==> config.mk <==
export PLATFORM = sky130hd
export DESIGN_NAME = iob_cycle_ctl
export DESIGN_NICKNAME = d
export VERILOG_FILES = /design/src/rtl/iob_pkg.sv /design/src/rtl/sync_bit.sv /design/src/rtl/iob_cycle_ctl.sv
export SDC_FILE = /design/constraint.sdc
export NUM_CORES = 1
export LEC_CHECK = 0
export CELL_PAD_IN_SITES_DETAIL_PLACEMENT = 1
export CELL_PAD_IN_SITES_GLOBAL_PLACEMENT = 2
export CORE_UTILIZATION = 30
export DETAILED_ROUTE_END_ITERATION = 8
export PLACE_DENSITY = 0.78
export SYNTH_ARGS = -nofsm -noshare
export SYNTH_HDL_FRONTEND = slang
export SYNTH_SLANG_ARGS = --single-unit
==> constraint.sdc <==
create_clock -name CLK -period 1.65 [get_ports CLK]
set_clock_uncertainty 0.05 [all_clocks]
set_input_delay 0.495 -clock CLK [delete_from_list [all_inputs] [get_ports CLK]]
set_output_delay 0.495 -clock CLK [all_outputs]
set_load 0.05 [all_outputs]
==> src/rtl/iob_pkg.sv <==
// Shared definitions for the IOB cycle controller and the I/O bus interface block.
package iob_pkg;

  typedef enum logic [2:0] {
    ST_IDLE,
    ST_REQ,
    ST_TERM,
    ST_ERR,
    ST_RELEASE
  } iob_state_e;

  localparam int unsigned DEF_TIMEOUT     = 255;
  localparam int unsigned DEF_SYNC_STAGES = 2;

  // Width of a counter that must hold every value 0..max_val
  function automatic int unsigned cnt_width(input int unsigned max_val);
    return (max_val < 1) ? 1 : $clog2(max_val + 1);
  endfunction

endpackage

==> src/rtl/sync_bit.sv <==
// N-stage single-bit synchronizer, clears to 0 on reset.
module sync_bit #(
  parameter int unsigned N = 2
) (
  input  logic clk,
  input  logic rst,
  input  logic d,
  output logic q
);

  logic [N-1:0] chain;

  // Shift the asynchronous input through the flop chain
  always_ff @(posedge clk or posedge rst) begin
    if (rst) chain <= '0;
    else     chain <= {chain[N-2:0], d};
  end

  assign q = chain[N-1];

endmodule

==> src/rtl/iob_cycle_ctl.sv <==
// Runs each IOB-selected CPU access as a four-phase request/acknowledge cycle
// on the slow I/O bus and terminates the CPU cycle with nDTACK or nBERR.
module iob_cycle_ctl
  import iob_pkg::*;
#(
  parameter int unsigned SYNC_STAGES = DEF_SYNC_STAGES,
  parameter int unsigned TIMEOUT     = DEF_TIMEOUT
) (
  input  logic CLK,
  input  logic RES,
  input  logic nAS,
  input  logic nWE,
  input  logic IOCS,
  input  logic IACS,
  input  logic IOACK,
  output logic IOREQ,
  output logic IOWE,
  output logic IOIACK,
  output logic nDTACK,
  output logic nBERR,
  output logic Busy
);

  localparam int unsigned CW = cnt_width(TIMEOUT);
  localparam logic [CW-1:0] CNT_MAX = CW'(TIMEOUT);

  iob_state_e    state;
  logic [CW-1:0] cnt;
  logic          ack_s;

  sync_bit #(.N(SYNC_STAGES)) u_ack_sync (
    .clk (CLK),
    .rst (RES),
    .d   (IOACK),
    .q   (ack_s)
  );

  // Cycle FSM, timeout counter and registered bus/CPU outputs
  always_ff @(posedge CLK or posedge RES) begin
    if (RES) begin
      state  <= ST_IDLE;
      cnt    <= '0;
      IOREQ  <= 1'b0;
      IOWE   <= 1'b0;
      IOIACK <= 1'b0;
      nDTACK <= 1'b1;
      nBERR  <= 1'b1;
      Busy   <= 1'b0;
    end else begin
      case (state)
        ST_IDLE: begin
          if (!nAS && IOCS) begin
            IOWE   <= ~nWE;
            IOIACK <= IACS;
            IOREQ  <= 1'b1;
            Busy   <= 1'b1;
            cnt    <= '0;
            state  <= ST_REQ;
          end
        end

        ST_REQ: begin
          // Counter saturates so the compare below can never be skipped
          if (cnt != CNT_MAX) cnt <= cnt + CW'(1);
          if (ack_s) begin
            IOREQ  <= 1'b0;
            nDTACK <= 1'b0;
            state  <= ST_TERM;
          end else if (cnt == CNT_MAX) begin
            IOREQ <= 1'b0;
            nBERR <= 1'b0;
            state <= ST_ERR;
          end else if (nAS) begin
            IOREQ <= 1'b0;
            state <= ST_RELEASE;
          end
        end

        ST_TERM: begin
          if (nAS) begin
            nDTACK <= 1'b1;
            state  <= ST_RELEASE;
          end
        end

        ST_ERR: begin
          if (nAS) begin
            nBERR <= 1'b1;
            state <= ST_RELEASE;
          end
        end

        ST_RELEASE: begin
          // Hold off until the I/O side has dropped its acknowledge
          if (!ack_s && nAS) begin
            IOWE   <= 1'b0;
            IOIACK <= 1'b0;
            Busy   <= 1'b0;
            state  <= ST_IDLE;
          end
        end

        default: begin
          IOREQ  <= 1'b0;
          IOWE   <= 1'b0;
          IOIACK <= 1'b0;
          nDTACK <= 1'b1;
          nBERR  <= 1'b1;
          Busy   <= 1'b0;
          state  <= ST_IDLE;
        end
      endcase
    end
  end

endmodule

## After elaboration in Yosys (flattened, before gate mapping)

Cells that the tools add are included.

| storage, ports and cells | value |
|---|---|
| register bits after elaboration | 19 |
| bits in latches | 0 |
| memory bits (writable) | 0 |
| bits in read-only memories | 0 |
| input bits | 7 |
| output and inout port bits | 6 |
| word-level logic and storage cells | 73 |
| memories kept | 0 |

| cells by class | value |
|---|---|
| $add $sub $neg | 1 |
| $mul | 0 |
| divide/modulo/power cells | 0 |
| order comparisons | 0 |
| equality and inequality tests | 15 |
| shift-type cells | 0 |
| mux-type cells | 26 |
| bitwise logic cells | 5 |
| reductions and logical operators | 17 |

Operators by type and width:

| cell | number |
|---|---|
| $pmux W1 S3 | 6 |
| $mux W8 | 2 |
| $pmux W8 S2 | 1 |
| $mux W3 | 5 |
| $ne A2 B2 Y1 const B | 7 |
| $pmux W3 S4 | 1 |
| $reduce_and A3 Y1 | 4 |
| $reduce_or A3 Y1 | 4 |
| $mux W1 | 11 |
| $add A8 B1 Y8 const B | 1 |
| $eq A8 B8 Y1 const B | 1 |
| $ne A8 B8 Y1 const B | 1 |
| $eq A3 B2 Y1 const B | 2 |
| $not A1 Y1 | 5 |
| $ne A4 B3 Y1 const B | 1 |
| $reduce_and A4 Y1 | 1 |
| $eq A3 B1 Y1 const B | 1 |
| $eq A3 B3 Y1 const B | 1 |
| $logic_not A3 Y1 | 1 |
| $logic_and A1 B1 Y1 | 2 |
| $logic_not A1 Y1 | 2 |
| $ne A2 B1 Y1 const B | 1 |
| $reduce_and A2 Y1 | 1 |
| $reduce_bool A2 Y1 | 1 |
| $reduce_or A2 Y1 | 1 |

## Depth between registers and ports, before layout

| depth | value |
|---|---|
| depth after elaboration | 4 |
| depth in mapped cells | 6 |
| mapped depth without buffers | 5 |

## Modules after synthesis

A second synthesis with hierarchy kept.

| unflattened totals | value |
|---|---|
| cell total of the unflattened synthesis | 98 |
| area, all modules | 953.4 µm² |

Modules (own cells, without submodules):

| module | times used | cells an instance | area an instance (µm²) | seq. area each (µm²) |
|---|---|---|---|---|
| iob_cycle_ctl | 1 | 95 | 899.6 | 427.9 |
| sync_bit | 1 | 3 | 53.8 | 50.0 |

## Worst setup path before layout

OpenSTA, ideal clock, no wires.

| path | value |
|---|---|
| path kind | reg2reg |
| start point | register state[0] |
| end point | register cnt[5] |
| library setup time | 0.083 ns |
| arrival | 1.704 ns |
| required time | 1.517 ns |
| slack | -0.186 ns |
| cell stages (with the launch flop) | 7 |
| buffers on the path | 2 |
| clock period less this slack | 1.836 ns |
| cells stage by stage | dfrtp_1 -> buf_4 -> or3b_1 -> buf_2 -> a211o_4 -> or4_1 -> o21ai_0 |

| on the way | value |
|---|---|
| word-level cells in the longest chain between the ends | 3 |
| elaborated cells on any way between the ends | 7 |
| those cells by class | eq/ne: 3; mux: 1; reduce/logical: 3 |

Ends and longest elaborated chain:

| item | RTL line | text |
|---|---|---|
| start: declaration | iob_cycle_ctl.sv:27 | `iob_state_e state;` |
| start signal: assignment | iob_cycle_ctl.sv:41 | `state <= ST_IDLE;` |
| start signal: assignment | iob_cycle_ctl.sv:58 | `state <= ST_REQ;` |
| start signal: assignment | iob_cycle_ctl.sv:68 | `state <= ST_TERM;` |
| $eq A3 B1 Y1 / $logic_not A3 Y1 (equally long branches) | iob_cycle_ctl.sv:50 | `case (state)` |
| $ne A2 B2 Y1 (no source line) / $reduce_bool A2 Y1 (equally long branches) | n/a |  |
| $reduce_and A3 Y1 (no source line) | n/a |  |
| end signal: assignment | iob_cycle_ctl.sv:64 | `if (cnt != CNT_MAX) cnt <= cnt + CW'(1);` |
| end: declaration | iob_cycle_ctl.sv:28 | `logic [CW-1:0] cnt;` |

Parallel ways exist; a longest one is shown, timed or not.
A chain may end at the register's enable or synchronous reset.

## Worst setup path after layout

| path | value |
|---|---|
| start point | register cnt[1] |
| end point | register cnt[5] |

| on the way | value |
|---|---|
| word-level cells in the longest chain between the ends | 3 |
| elaborated cells on any way between the ends | 6 |
| those cells by class | add/sub: 1; eq/ne: 2; mux: 2; reduce/logical: 1 |

Ends and longest elaborated chain:

| item | RTL line |
|---|---|
| $add A8 B1 Y8 / $ne A8 B8 Y1 (equally long branches) | iob_cycle_ctl.sv:64 |
| $mux W8 / $ne A2 B2 Y1 (equally long branches) | n/a |
| $pmux W8 S2 / $reduce_and A3 Y1 (equally long branches) | n/a |

Parallel ways exist; a longest one is shown, timed or not. The select of a mux whose other input is x is not followed.

==> out/qor.yml <==
global_routing:
  grt_max_degree: 20
  grt.total_usage_pct: 18.0
  antenna_found_initial: 0
  grt_pass1_wl_mm: 4.55
  grt_pass1_vias: 959
  grt.overflow.total: 0
routing:
  routed_via_density: 4.89
  drcViolationCount: 0
  wl_per_cell_microns: 15.4
  drt_iter0_markers: 17
  firstDrtPassIters: 6
  wl_mm: 2.79
  antenna_left: 0
  vias: 885
finish:
  area_delta_synth_final_pct: 57.2
  layout-drive-gt1-share_pct: 38.7
  antenna_cells: 0
  fin_util_pct: 49.4
  final_nets: 146
die:
  boundaryPins: 13
  die_height_microns: 58.3
  start_util_pct: 31.4
  coreArea_sq_mm: 0.00303
  die_w_microns: 58.3
  rows: 20
  die-area_sq_mm: 0.00340
synth:
  synth_edf_count: 0
  ys_ff_latch: 19
  synthArstFlopShare_pct: 100
  synthTopCellsByArea: "dfrtp_1, dfstp_2, a21oi_1"
  syn-cell-area_sq_um: 952
  synth_top_cell_area_share_pct: 44.7
  synth_top_area_cell: "dfrtp_1"
  ys.warnings.count: 0
  ys.flop_type: "dfrtp_1"
  synth_fp_nets: 106
  ys_seq_area_share_pct: 50.2
  synth_cell_types: 37
  netlist_instances: 98
  synth.avg_cell_area_sq_um: 9.72
placement:
  numPortBuffers: 12
  routabilityCongestion: 0.842
  dp_hpwl_mm: 1.90
  dp_slack_ns: -0.485
power:
  power_density_mw_per_mm2: 1480
  ir_worst_vdd_mv: 0.974
  p_leak_uw: 0.000667
timing:
  rsz0062_at_grt: "true"
  maxSlewHeadroom_pct: 76.9
  fin_crit_sh_pct: 104
  slew_violations: 0
  setup-violations-final: 2
  hold_viol_final: 0
  finalCriticalPeriod_ns: 1.72
  layout_setup_ws_ns: -0.0735
  worst_pin_slew_ns: 0.346
  holdWs_ns: 0.317
  fmax_ghz: 0.580
  final.setup.tns_ns: -0.125
worst_setup_path:
  slowest_stage: "or4_4"
  worstSetupStartpointType: "flop"
  slowest_delay_ns: 0.42
  crit_required_ns: 1.84
  cp_max_fo: 3
  rr_worst_depth: 5
  end_kind: "flop"
  crit_type: "flop to flop"
  critical_path_arrival_ns: 1.92
  worstPathCellList: "ha_2 > and3_4 > a211o_4 > or4_4 > o21ai_2"
cts:
  root_buffer: "clkbuf_4"
  clock-sinks: 19
  clkLatencyLatePin_ns: 0.30
  cts_buffers: 3
  htree_levels: 1
  cts.clk_slew.worst_paths_ns: 0.11
  cts_tree: "yes"
  cts.path.max_buffers: 2
  cts_hold_buffers: 0
worst_hold_path:
  hold_class: "flop to flop"
  hold_depth: 0
outcome:
  status: "complete, but fails checks"
  violations: "setup timing"
run:
  drv.max_cap_violation_count: 0
## state kept, by name (all words and copies together) (netlist names)
signal / count
state: 3
IOWE: 1
u_ack_sync.chain: 2
Busy: 1
nBERR: 1
IOIACK: 1
IOREQ: 1
cnt: 8
nDTACK: 1
## area by class of cell
class / count / area, sq um
Clock inverter: 1 / 5.00
Multi-Input combinational cell: 72 / 513
Sequential cell: 19 / 478
Timing Repair Buffer: 40 / 415
Fill cell: 334 / 1530
Inverter: 2 / 7.51
Clock buffer: 3 / 22.5
Tap cell: 44 / 55.1
## worst max-delay path: cells and delay by family (launching register included)
kind,cells,cell delay (ns)
simple gates,2,0.61
compound gates,2,0.41
flops,1,0.40
fa+ha+maj,1,0.20
## kinds of logic after synthesis
logic type | synth area share, %
AOI/OAI and AO/OA | 18.8
xor gates and xnor gates | 2.76
adders and majority gates | 1.31
buffers and inverters | 3.29
DFF | 50.2
muxes | 1.05
and+or+nand+nor | 22.6
## path summary, 6_finish.rpt
path                                               start                             to  slack (ns)
max                                   cnt[1]$_DFFE_PP0P_             cnt[5]$_DFFE_PP0P_       -0.07
min                        u_ack_sync.chain[0]$_DFF_PP0_  u_ack_sync.chain[1]$_DFF_PP0_        0.32
max reg2reg                           cnt[1]$_DFFE_PP0P_             cnt[5]$_DFFE_PP0P_       -0.07
min reg2reg                u_ack_sync.chain[0]$_DFF_PP0_  u_ack_sync.chain[1]$_DFF_PP0_        0.32
max in group asynchronous                            RES              nBERR$_DFFE_PP1P_        0.82
min in group asynchronous                            RES  u_ack_sync.chain[1]$_DFF_PP0_        0.46
## repair_timing
| action | in CTS | in global routing |
|---|---|---|
| pin swaps | 3 | 4 |
| setup endpoints to repair | 11 | 14 |
| resized for setup | 7 | 15 |
| setup buffers | 3 | 2 |
## per-layer routing
| metal | vias to the layer above | global-route usage, % | wire length (microns) | share of wire, % |
|---|---|---|---|---|
| met3 | 2 | 4.18 | 73 | 2.6 |
| met5 | - | 0 | 0 | 0 |
| met2 | 14 | 30.2 | 1440 | 52 |
| li1 | 436 | - | - | - |
| met4 | 0 | 4.08 | 11 | 0.39 |
| met1 | 433 | 23.8 | 1270 | 45 |
## synthesized netlist by cell type (all sizes together) (2+ instances only)
master,n
nand2,9
xnor2,2
a21oi,7
nand2b,4
inv,2
nor2,8
nand3,6
o211ai,3
nor3,2
nand4,2
buf,2
o21ai,7
clkbuf,3
o32a,2
dfrtp,17
dfstp,2
## stage by stage
stage	std cells	power (uW)	cell area (sq um)
floorplan	98	1300	962
global placement	173	1880	1360
detailed placement	173	1900	1360
CTS	180	2180	1430
global route	181	2340	1500
finish	181	2210	1500
## placed cells by master, fill, tap and decap left out, types with 2 or more instances in the layout
cell              n
dfstp_2           2
nor3_1            2
clkdlybuf4s50_1   4
xnor2_1           2
o21ai_0           4
clkbuf_4          3
nand3_1           6
o211ai_1          3
buf_6             3
inv_1             2
buf_12            7
dfrtp_1          17
buf_4            24
o32a_1            2
nand4_1           2
o21ai_1           2
nand2b_1          3
nor2_1            8
a21oi_1           6
nand2_1           8
## power by group
part,switching (uW),internal (uW)
combinational,622,618
sequential,123,606
clock,155,90.5
Note: power is estimated with default switching activity, not from simulation.
